### config.mk
export PLATFORM = sky130hd
export DESIGN_NAME = entrada_bcd_gray
export DESIGN_NICKNAME = d
export VERILOG_FILES = /design/src/rtl/entrada_bcd_gray.sv
export SDC_FILE = /design/constraint.sdc
export NUM_CORES = 1
export LEC_CHECK = 0
export BUFFER_PORTS_ARGS = -buffer_cell sky130_fd_sc_hd__buf_2
export CAP_MARGIN = 10
export CORE_MARGIN = 10
export CORE_UTILIZATION = 50
export CTS_CLUSTER_SIZE = 14
export DETAILED_ROUTE_END_ITERATION = 8
export PLACE_DENSITY = 0.7
export SYNTH_ARGS = -nofsm -noshare
export SYNTH_HDL_FRONTEND = slang
export SYNTH_SLANG_ARGS = --single-unit
### constraint.sdc
create_clock -name clk -period 2.68 [get_ports clk]
set_input_delay 0.268 -clock clk [delete_from_list [all_inputs] [get_ports clk]]
set_output_delay 0.268 -clock clk [all_outputs]
set_load 0.02 [all_outputs]
### src/rtl/entrada_bcd_gray.sv
// Two-digit BCD entry (tens then units) assembled into a 0-15 binary value plus its Gray code.
// All outputs registered, one edge after the strobe; single-digit capture, no backpressure.
module entrada_bcd_gray #(
  parameter int TIMEOUT_CICLOS = 50_000_000,
  parameter int ANCHO_TIMER    = 26
) (
  input  logic       clk,
  input  logic       rst,
  input  logic [3:0] digito_in,
  input  logic       digito_valido,
  input  logic       borrar,
  output logic [3:0] bin,
  output logic [3:0] gray,
  output logic       valido,
  output logic       error,
  output logic       timeout,
  output logic       esperando_unidad,
  output logic [3:0] decena_actual
);

  typedef enum logic [1:0] {
    E_DECENA = 2'b00,
    E_UNIDAD = 2'b01
  } estado_t;

  localparam logic [ANCHO_TIMER-1:0] T_MAX = ANCHO_TIMER'(TIMEOUT_CICLOS - 1);
  localparam logic [ANCHO_TIMER-1:0] T_UNO = ANCHO_TIMER'(1);

  estado_t               estado_q, estado_d;
  logic [ANCHO_TIMER-1:0] timer_q, timer_d;
  logic [3:0]            decena_d, bin_d, gray_d;
  logic                  valido_d, error_d, timeout_d;
  logic [4:0]            v;

  always_ff @(posedge clk) begin
    if (rst) begin
      estado_q         <= E_DECENA;
      timer_q          <= '0;
      decena_actual    <= 4'd0;
      bin              <= 4'd0;
      gray             <= 4'd0;
      valido           <= 1'b0;
      error            <= 1'b0;
      timeout          <= 1'b0;
      esperando_unidad <= 1'b0;
    end else begin
      estado_q         <= estado_d;
      timer_q          <= timer_d;
      decena_actual    <= decena_d;
      bin              <= bin_d;
      gray             <= gray_d;
      valido           <= valido_d;
      error            <= error_d;
      timeout          <= timeout_d;
      esperando_unidad <= (estado_d == E_UNIDAD);
    end
  end

  always_comb begin
    estado_d  = estado_q;
    timer_d   = timer_q;
    decena_d  = decena_actual;
    bin_d     = bin;
    gray_d    = gray;
    valido_d  = 1'b0;
    error_d   = 1'b0;
    timeout_d = 1'b0;
    v         = ({1'b0, decena_actual} * 5'd10) + {1'b0, digito_in};

    if (borrar) begin
      estado_d = E_DECENA;
      timer_d  = '0;
      decena_d = 4'd0;
      bin_d    = 4'd0;
      gray_d   = 4'd0;
    end else begin
      case (estado_q)
        E_DECENA: begin
          timer_d = '0;
          if (digito_valido) begin
            if (digito_in <= 4'd1) begin
              decena_d = digito_in;
              estado_d = E_UNIDAD;
            end else begin
              error_d = 1'b1;
            end
          end
        end
        E_UNIDAD: begin
          // A strobe wins over expiry, even in the expiry cycle itself.
          if (digito_valido) begin
            estado_d = E_DECENA;
            decena_d = 4'd0;
            timer_d  = '0;
            if (digito_in > 4'd9 || v > 5'd15) begin
              error_d = 1'b1;
            end else begin
              bin_d    = v[3:0];
              gray_d   = v[3:0] ^ (v[3:0] >> 1);
              valido_d = 1'b1;
            end
          end else if (timer_q == T_MAX) begin
            timeout_d = 1'b1;
            estado_d  = E_DECENA;
            decena_d  = 4'd0;
            timer_d   = '0;
          end else begin
            timer_d = timer_q + T_UNO;
          end
        end
        default: begin
          estado_d = E_DECENA;
          decena_d = 4'd0;
          timer_d  = '0;
        end
      endcase
    end
  end

endmodule

==> results of run 1 <==
==> worst max path at each step <==
stage,startpoint,end,slack [ns],depth (start not counted)
3_3_place_gp,digito_in[1],bin[3],0.43,10
5_1_grt,decena_actual[0],bin[3],0.15,9
4_1_cts,decena_actual[0],bin[3],0.33,9
6_report,decena_actual[0],bin[3],0.33,9
3_5_place_dp,digito_in[1],bin[3],0.35,10
2_1_floorplan,decena_actual[0],bin[3],0.35,10
==> placed cells by master (no fill, tap or decap), types with 2 or more instances in the layout <==
cell	count
and3_1	7
buf_4	4
a21boi_0	8
ha_1	8
xor2_1	22
nor3_1	2
xnor2_1	7
a31oi_1	2
a21oi_1	3
nor3_2	2
nor4_1	4
nand3_1	19
nand4_1	10
nand2_1	14
o21ai_0	7
clkbuf_8	7
buf_2	23
nor2_1	37
inv_1	3
dfxtp_1	43
nand2b_1	2
or4_1	2
==> cells in the mapped netlist, types with 2 or more instances <==
| cell type | n | area share [%] |
|---|---|---|
| nand3_1 | 19 | 4.9 |
| nand2b_1 | 2 | 0.64 |
| nor3_1 | 2 | 0.51 |
| nor3_2 | 2 | 1.0 |
| and3_1 | 7 | 2.2 |
| xnor2_1 | 7 | 3.1 |
| buf_6 | 2 | 1.2 |
| o21ai_0 | 7 | 1.8 |
| nand4_1 | 10 | 3.2 |
| or4_1 | 2 | 0.77 |
| buf_4 | 2 | 0.77 |
| a31oi_1 | 2 | 0.64 |
| nand2_1 | 14 | 2.7 |
| ha_1 | 8 | 5.1 |
| dfxtp_1 | 43 | 44 |
| inv_1 | 3 | 0.58 |
| nor2_1 | 37 | 7.1 |
| nor4_1 | 4 | 1.3 |
| xor2_1 | 22 | 9.9 |
| a21oi_1 | 3 | 0.77 |
| a21boi_0 | 8 | 3.1 |
==> registers in the layout (all words and copies together), names as in the netlist <==
signal and count:
bin 4, decena_actual 4, error 1, esperando_unidad 1, estado_q 2, gray 3
timeout 1, timer_q 26, valido 1
==> area by class of cell <==
type,instances,area [um^2],area share [%]
timing repair buffer,27,145,6.53
inverter,3,11.3,0.507
clock inverter,1,7.51,0.338
sequential,43,861,38.7
tap,48,60.1,2.70
multi-input combinational,166,1040,46.8
clock buffer,7,96.3,4.34
==> through the flow <==
stage          util, %  hold WS [ns]  setup WS (ns)  instance area, um^2
6_report          59.8         0.198          0.327                 2220
3_3_place_gp      57.0         0.430          0.434                 2120
5_1_grt           59.8         0.181          0.150                 2220
4_1_cts           59.8         0.193          0.328                 2220
3_5_place_dp      57.0         0.434          0.348                 2120
2_1_floorplan        -         0.344          0.347                 1950
==> metal layers <==
metal  global-route usage, %  wire length [um]  vias up
li1                        -                 -      801
met1                    12.8              1680      724
met2                    20.8              1740       23
met3                    4.86               297        5
met4                    5.02                55        0
met5                       0                 0        -
==> power by group <==
group / internal (mW) / switching, mW
clock: 0.234 / 0.210
sequential: 0.640 / 0.000853
combinational: 0.0137 / 0.0197
total: 0.888 / 0.231
==> worst register-to-register path: cells and delay by family (launching register included) <==
kind	cells	cell delay [ns]
AO/OA/AOI/OAI	1	0.10
XOR/XNOR	1	0.27
adder cells (fa/ha/maj)	3	0.77
flip-flops	1	0.42
AND/OR/NAND/NOR	4	0.70
==> logic make-up after synthesis <==
kind of cell / synth area share (%)
buffers and inverters: 2.69
other: 0.192
xor gates and xnor gates: 13.0
muxes: 0.512
and+or+nand+nor: 26.8
AOI/OAI and AO/OA: 6.66
DFF: 44.0
adders and majority gates: 6.15
==> qor.yml, run 1 <==
yosys:
  syn_nets: 234
  yosysUniqueCellTypes: 32
  avgSynthCellArea_um2: 9.01
  synth_edf_count: 0
  yosysWarnings: 0
  ys_seq_area_share_pct: 44.0
  syn-instance-count: 217
  syn_area_um2: 1950
  synth_ff_type: "dfxtp_1"
  async_flop_share_pct: 0
  ys_seq_elements: 43
critical_path:
  path_common_cell: "ha_1"
  r2r_slack_ns: 0.33
  path_class: "register to register"
  r2r_cells: 9
  worstSetupEndpointType: "register"
  crit_path_cell_trace: "ha_1, ha_1, xor2_1, ha_1, nand2_1, nand4_1, and3_1, a21oi_1, nor4_1"
  crit_fanout: 8
  cp.required_ns: 2.89
  start_kind: "register"
  worst-endpoint-arrival_ns: 2.56
  rr_endpoint: "bin[3]"
  cp_slowest_stage_delay_ns: 0.42
  crit_slowest_cell: "dfxtp_1"
  rr_startpoint: "decena_actual[0]"
  path_buf_inv: 0
  cp_top_family: "adder cells"
route:
  drc: 0
  drt-wirelength-per-cell_um: 12.8
  via_per_inst: 5.26
  dr.pass1.iters: 4
  dr_total_vias: 1553
  drtIter0Drc: 61
  routed_wl_um: 3770
  ant_nets: 0
layout:
  area_delta_synth_final_pct: 13.7
  layout-drive-gt1-share_pct: 15.0
  n_antenna_cell: 0
  num-fill-cells: 342
  final_cells: 295
  nets: 263
min_path:
  hold_class: "primary input to register"
  min_to: "bin[3]"
  hold_path_depth: 2
  min_from: "borrar"
floorplanning:
  row_count: 22
  die_area_um2: 6810
  core_region_area_um2: 3720
  start_util_pct: 52.6
  die_w_um: 82.5
  die_h_um: 82.5
  floorplan.io_pins: 24
cts:
  postCtsSetupRepairBufs: 0
  cts_resized: 0
  insertion_delay_ns: 0.29
  postCtsHoldBufs: 0
  cts_buffer_depth: 2
  path_clk_slew_ns: 0.08
  cts_sinks: 43
  cts_tree: "done"
  clockRootBuffer: "clkbuf_8"
  htreeDepth: 2
  cts_made_buffers: 5
run_status:
  outcome: "finished clean"
global_routing:
  grt-ovfl-total: 0
  antenna_found_initial: 0
  grt_max_degree: 26
  grt.total_usage_pct: 12.1
  grt_pass1_wl_um: 6490
  first_global_vias: 1502
place:
  numPortBuffers: 23
  place.gp.congestion: 0.831
  hpwlAfterDp_um: 2800
  place_inst: 287
power:
  totalPowerFinal_mw: 1.12
  vdd_drop_max_uv: 291
  leakage_nw: 0.863
  power_density_nw_per_um2: 503
timing:
  grt_setup_unrepaired: "no"
  timing.setup.tns_ns: 0
  setup_viol: 0
  relSlewSlack_pct: 55.8
  final.min_clock_period_ns: 2.35
  timing_hold_violations_final: 0
  fmax_mhz: 425
  fin_worst_skew_ns: 0.00932
  worstMarginPinSlew_ns: 0.659
  post-route-period-util_pct: 87.8
  slew_viol_final: 0
job:
  maxCapViolCount: 0
Power figures use the tool's default switching activity.
==> run 2, diff against run 1 <==
--- a/config.mk
+++ b/config.mk
@@ -11,7 +11,9 @@
 export CORE_UTILIZATION = 50
 export CTS_CLUSTER_SIZE = 14
 export DETAILED_ROUTE_END_ITERATION = 8
+export MAX_ROUTING_LAYER = met4
 export PLACE_DENSITY = 0.7
+export RECOVER_POWER = 100
 export SYNTH_ARGS = -nofsm -noshare
 export SYNTH_HDL_FRONTEND = slang
 export SYNTH_SLANG_ARGS = --single-unit
==> qor.yml, run 2 (synthesis gave the netlist of run 1 again) <==
run_status:
  outcome: "finished clean"
layout:
  largest_reg_flops: 26  # unchanged
  regMostFlops: "timer_q"
  final_cells: 295  # unchanged
  n_antenna_cell: 0  # unchanged
  area_delta_synth_final_pct: 12.4
  num-fill-cells: 353  # +3.2%
  reg.largest.list: "timer_q: 26 flops, bin: 4 flops, decena_actual: 4 flops"
  final_cell_mix: "dfxtp_1, nor2_1, xor2_1"
  multi_input_area_um2: 1040  # unchanged
  utilization_pct: 59.1  # -0.71 points
  final-seq-area_um2: 861  # unchanged
  layout-drive-gt1-share_pct: 8.10  # -6.9 points
  nets: 263  # unchanged
  stdcell_area_um2: 2200  # -1.2%
  final_common_cell: "dfxtp_1"
cts:
  htreeDepth: 2  # unchanged
  cts_tree: "done"
  cts_made_buffers: 5  # unchanged
  cts_buffer_depth: 2  # unchanged
  clockRootBuffer: "clkbuf_8"
  cts_sinks: 43  # unchanged
  path_clk_slew_ns: 0.08  # about the same
  postCtsHoldBufs: 0  # unchanged
  insertion_delay_ns: 0.29  # about the same
  cts_resized: 0  # unchanged
  postCtsSetupRepairBufs: 0  # unchanged
power:
  switchingPower_mw: 0.228  # -1.0%
  totalPowerFinal_mw: 1.12  # -0.27%
  seqPwrFrac_pct: 57.4  # about the same
  p_comb_share_pct: 3.0  # about the same
  power_density_nw_per_um2: 508  # +0.93%
  power_frac_clock_pct: 39.6  # about the same
  internal_power_mw: 0.887  # about the same
  vdd_drop_max_uv: 292  # +0.48%
  p_sw_share_pct: 20.5  # -0.16 points
  leakage_nw: 0.788  # -8.7%
place:
  placed_area_um2: 2120  # unchanged
  hpwlAfterDp_um: 2800  # unchanged
  numPortBuffers: 23  # unchanged
  place.gp.congestion: 0.844  # +1.5%
  place_ws_ns: 0.348  # unchanged
  place_inst: 287  # unchanged
critical_path:
  crit_fanout: 8  # unchanged
  cp.required_ns: 2.88  # about the same
  worstSetupEndpointType: "register"
  r2r_slack_ns: 0.31  # about the same
  start_kind: "register"
  path_common_cell: "ha_1"
  crit_slowest_cell: "dfxtp_1"
  worst-endpoint-arrival_ns: 2.57  # about the same
  rr_startpoint: "decena_actual[0]"
  path_class: "register to register"
  crit_path_cell_trace: "ha_1, ha_1, xor2_1, ha_1, nand2_1, nand4_1, and3_1, a21oi_1, nor4_1"
  path_buf_inv: 0  # unchanged
  r2r_cells: 9  # unchanged
  rr_endpoint: "bin[3]"
  cp_top_family: "adder cells"
  cp_slowest_stage_delay_ns: 0.43  # about the same
job:
  maxCapViolCount: 0  # unchanged
timing:
  timing.setup.tns_ns: 0  # unchanged
  setup_viol: 0  # unchanged
  fin_worst_skew_ns: 0.00955  # +0.000226 ns
  final.setup.worst_slack_ns: 0.312  # -0.0146 ns
  timing_hold_violations_final: 0  # unchanged
  final.min_clock_period_ns: 2.37  # +0.0146 ns
  grt_setup_unrepaired: "no"
  post-route-period-util_pct: 88.3  # +0.54 points
  fmax_mhz: 422  # -0.62%
  hold_slack_ns: 0.204  # +0.00639 ns
  relSlewSlack_pct: 56.2  # +0.37 points
  worstMarginPinSlew_ns: 0.653  # -0.00554 ns
  slew_viol_final: 0  # unchanged
floorplanning:
  core_region_area_um2: 3720  # unchanged
  die_h_um: 82.5  # unchanged
  die_area_um2: 6810  # unchanged
  row_count: 22  # unchanged
  floorplan.io_pins: 24  # unchanged
  die_w_um: 82.5  # unchanged
  start_util_pct: 52.6  # unchanged
global_routing:
  grt_pass1_wl_um: 6480  # -0.11%
  first_global_vias: 1500  # -0.13%
  antenna_found_initial: 0  # unchanged
  grt.total_usage_pct: 12.4  # +0.33 points
  grt-ovfl-total: 0  # unchanged
  grt_max_degree: 26  # unchanged
route:
  drt-wirelength-per-cell_um: 12.9  # +0.85%
  routed_wl_um: 3800  # +0.85%
  dr_total_vias: 1558  # +0.32%
  ant_nets: 0  # unchanged
  drc: 0  # unchanged
  drtIter0Drc: 67  # +9.8%
  dr.pass1.iters: 4  # unchanged
  via_per_inst: 5.28  # +0.32%
min_path:
  hold_class: "primary input to register"
  min_from: "borrar"
  min_to: "bin[3]"
  hold_path_depth: 2  # unchanged
[run 2: how the worst max path moves through the flow]
| stage | cells past startpoint | startpoint | endpoint |
|---|---|---|---|
| 5_1_grt | 9 | decena_actual[0] | bin[3] |
| 4_1_cts | 9 | decena_actual[0] | bin[3] |
| 3_3_place_gp | 10 | digito_in[1] | bin[3] |
| 3_5_place_dp | 10 | digito_in[1] | bin[3] |
| 6_report | 9 | decena_actual[0] | bin[3] |
| 2_1_floorplan | 10 | decena_actual[0] | bin[3] |
[run 2: layout make-up]
type	instances	share of cell area (%)
repair buffers	27	5.41
inverters	3	0.513
clock inverters	1	0.342
flip-flops and latches	43	39.2
multi-input cells	166	47.4
well taps	48	2.74
clock buffers	7	4.39
[run 2: metal layers]
layer / vias up / GRT usage, % / share of wire, %
met5: - / - / 0
met4: 0 / 5.02 / 1.0
met3: 4 / 4.86 / 8.1
met2: 31 / 20.8 / 47
met1: 722 / 12.8 / 44
li1: 801 / - / -
[run 2: power groups by stage]
stage                     clock (mW)  sequential (mW)  combinational [mW]
after floorplan                    0            0.656              0.0156
after global placement             0            0.656              0.0326
after detailed placement           0            0.656              0.0329
after CTS                      0.460            0.641              0.0332
after global routing           0.494            0.641              0.0363
final                          0.442            0.641              0.0329
==> run 3, diff against run 2 <==
--- a/config.mk
+++ b/config.mk
@@ -14,6 +14,7 @@
 export MAX_ROUTING_LAYER = met4
 export PLACE_DENSITY = 0.7
 export RECOVER_POWER = 100
+export SKIP_LAST_GASP = 1
 export SYNTH_ARGS = -nofsm -noshare
 export SYNTH_HDL_FRONTEND = slang
 export SYNTH_SLANG_ARGS = --single-unit
==> constraint.sdc (replaced) <==
create_clock -name clk -period 2.68 [get_ports clk]
set_input_delay 0.402 -clock clk [delete_from_list [all_inputs] [get_ports clk]]
set_output_delay 0.402 -clock clk [all_outputs]
set_load 0.02 [all_outputs]
==> qor.yml, run 3 (synthesis gave the netlist of run 1 again) <==
run_status:
  outcome: "finished clean"
place:
  place.gp.congestion: 0.849  # +0.63%
  hpwlAfterDp_um: 2730  # -2.7%
  numPortBuffers: 23  # unchanged
critical_path:
  r2r_slack_ns: 0.31  # about the same
  worstSetupEndpointType: "register"
  crit_slowest_cell: "or4_1"
  cp.required_ns: 2.84  # -0.04 ns
  crit_path_cell_trace: "or4_1, nor4_1, nand4_1, nand2b_1, clkbuf_2, nor2_1"
  crit_fanout: 25  # +17
  rr_startpoint: "timer_q[16]"
  cp_top_family: "simple AND/OR/NAND/NOR gates"
  start_kind: "register"
  path_class: "register to register"
  path_buf_inv: 1  # +1
  r2r_cells: 6  # -3
  rr_endpoint: "timer_q[11]"
  cp.depth: 6  # -3
  cp_slowest_stage_delay_ns: 0.54  # +0.11 ns
  worst-endpoint-arrival_ns: 2.52  # -0.05 ns
global_routing:
  use_met1_pct: 13.9  # +1.1 points
  antenna_found_initial: 0  # unchanged
  grt_util_met2_pct: 19.2  # -1.6 points
  grt.total_usage_pct: 11.8  # -0.58 points
  grt-ovfl-total: 0  # unchanged
  first_global_vias: 1441  # -3.9%
  grt_max_degree: 26  # unchanged
  grt_pass1_wl_um: 6310  # -2.7%
  busiest_layer: "met2"
  grt_use_met3_pct: 3.46  # -1.4 points
cts:
  insertion_delay_ns: 0.29  # about the same
  path_clk_slew_ns: 0.08  # about the same
  cts_sinks: 43  # unchanged
  cts_resized: 0  # unchanged
  postCtsHoldBufs: 0  # unchanged
  clockRootBuffer: "clkbuf_8"
  cts_buffer_depth: 2  # unchanged
  postCtsSetupRepairBufs: 0  # unchanged
  htreeDepth: 2  # unchanged
  cts_tree: "done"
  cts_made_buffers: 5  # unchanged
layout:
  area_delta_synth_final_pct: 11.8
  layout-drive-gt1-share_pct: 8.06  # -0.033 points
  reg.largest.list: "timer_q: 26 flops, bin: 4 flops, decena_actual: 4 flops"
  multi_input_area_um2: 1040  # unchanged
  final_common_cell: "dfxtp_1"
  num-fill-cells: 348  # -1.4%
  regMostFlops: "timer_q"
  largest_reg_flops: 26  # unchanged
  final_cell_mix: "dfxtp_1, nor2_1, xor2_1"
  final-seq-area_um2: 861  # unchanged
  n_antenna_cell: 0  # unchanged
  nets: 264  # +0.38%
min_path:
  min_from: "borrar"
  hold_path_depth: 2  # unchanged
  min_to: "bin[3]"
  hold_class: "primary input to register"
floorplanning:
  core_region_area_um2: 3720  # unchanged
  die_w_um: 82.5  # unchanged
  die_h_um: 82.5  # unchanged
  start_util_pct: 52.6  # unchanged
  row_count: 22  # unchanged
  die_area_um2: 6810  # unchanged
  floorplan.io_pins: 24  # unchanged
power:
  leakage_nw: 0.783  # -0.65%
  seqPwrFrac_pct: 60.2  # +2.8 points
  internal_power_mw: 0.834  # -5.9%
  power_density_nw_per_um2: 487  # -4.0%
  power_frac_clock_pct: 36.9  # -2.7 points
  vdd_drop_max_uv: 447  # +53%
  p_comb_share_pct: 3.0  # about the same
  totalPowerFinal_mw: 1.06  # -4.5%
  p_sw_share_pct: 21.6  # +1.2 points
  switchingPower_mw: 0.230  # +0.86%
timing:
  fin_worst_skew_ns: 0.00992  # +0.000378 ns
  timing_hold_violations_final: 0  # unchanged
  grt_setup_unrepaired: "no"
  setup_viol: 0  # unchanged
  fmax_mhz: 422  # about the same
  final.min_clock_period_ns: 2.37  # +0.000901 ns
  worstMarginPinSlew_ns: 0.670  # +0.0167 ns
  post-route-period-util_pct: 88.4  # about the same
  relSlewSlack_pct: 55.1  # -1.1 points
  slew_viol_final: 0  # unchanged
  timing.setup.tns_ns: 0  # unchanged
route:
  dr.pass1.iters: 5  # +1
  routed_wl_um: 3740  # -1.6%
  drc: 0  # unchanged
  via_per_inst: 5.18  # -2.0%
  ant_nets: 0  # unchanged
  dr_total_vias: 1532  # -1.7%
  drtIter0Drc: 54  # -19%
  drt-wirelength-per-cell_um: 12.6  # -1.9%
job:
  maxCapViolCount: 0  # unchanged
==> run 3: worst max path at each step <==
| stage | startpoint | endpoint | slack (ns) |
|---|---|---|---|
| final | timer_q[16] | timer_q[11] | 0.31 |
| after global routing | timer_q[16] | timer_q[24] | 0.12 |
| after CTS | decena_actual[0] | bin[3] | 0.39 |
| after detailed placement | digito_in[1] | bin[3] | 0.26 |
| after global placement | digito_in[1] | bin[3] | 0.33 |
| after floorplan | decena_actual[0] | bin[3] | 0.35 |
==> run 3: worst reg2reg max path, cell delays in order (launching register included) <==
cell      delay [ns]
dfxtp_1         0.34
or4_1           0.54
nor4_1          0.37
nand4_1         0.30
nand2b_1        0.15
clkbuf_2        0.43
nor2_1          0.11
==> run 3: cell type report <==
type                       count  share of cell area [%]
clock buffer                   6                    3.32
timing repair buffer          28                    5.78
clock inverter                 2                   0.573
tap                           48                    2.75
multi-input combinational    166                    47.7
inverter                       3                   0.515
sequential                    43                    39.4
==> run 3: power groups by stage <==
stage	clock network, mW	logic, mW	registers (mW)
after floorplan	0	0.0156	0.656
final	0.393	0.0315	0.641
after detailed placement	0	0.0321	0.656
after global routing	0.432	0.0356	0.641
after CTS	0.408	0.0323	0.641
after global placement	0	0.0319	0.656
==> run 3: metrics by stage <==
| step | utilization, % | instance area (um^2) | instances | hold WS [ns] | setup slack, ns |
|---|---|---|---|---|---|
| finish | 58.8 | 2180 | 296 | 0.334 | 0.311 |
| global route | 58.8 | 2180 | 296 | 0.332 | 0.117 |
| CTS | 59.5 | 2210 | 296 | 0.328 | 0.394 |
| detailed placement | 57.2 | 2130 | 288 | 0.440 | 0.258 |
| global placement | 57.2 | 2130 | 288 | 0.431 | 0.330 |
| floorplan | - | 1950 | 217 | 0.413 | 0.347 |
==> run 3: per-layer routing <==
layer  vias to the layer above  part of all wire (%)
met2                        35                    45
met3                         2                   7.1
met1                       691                    47
met5                         -                     0
li1                        804                     -
met4                         0                  0.51
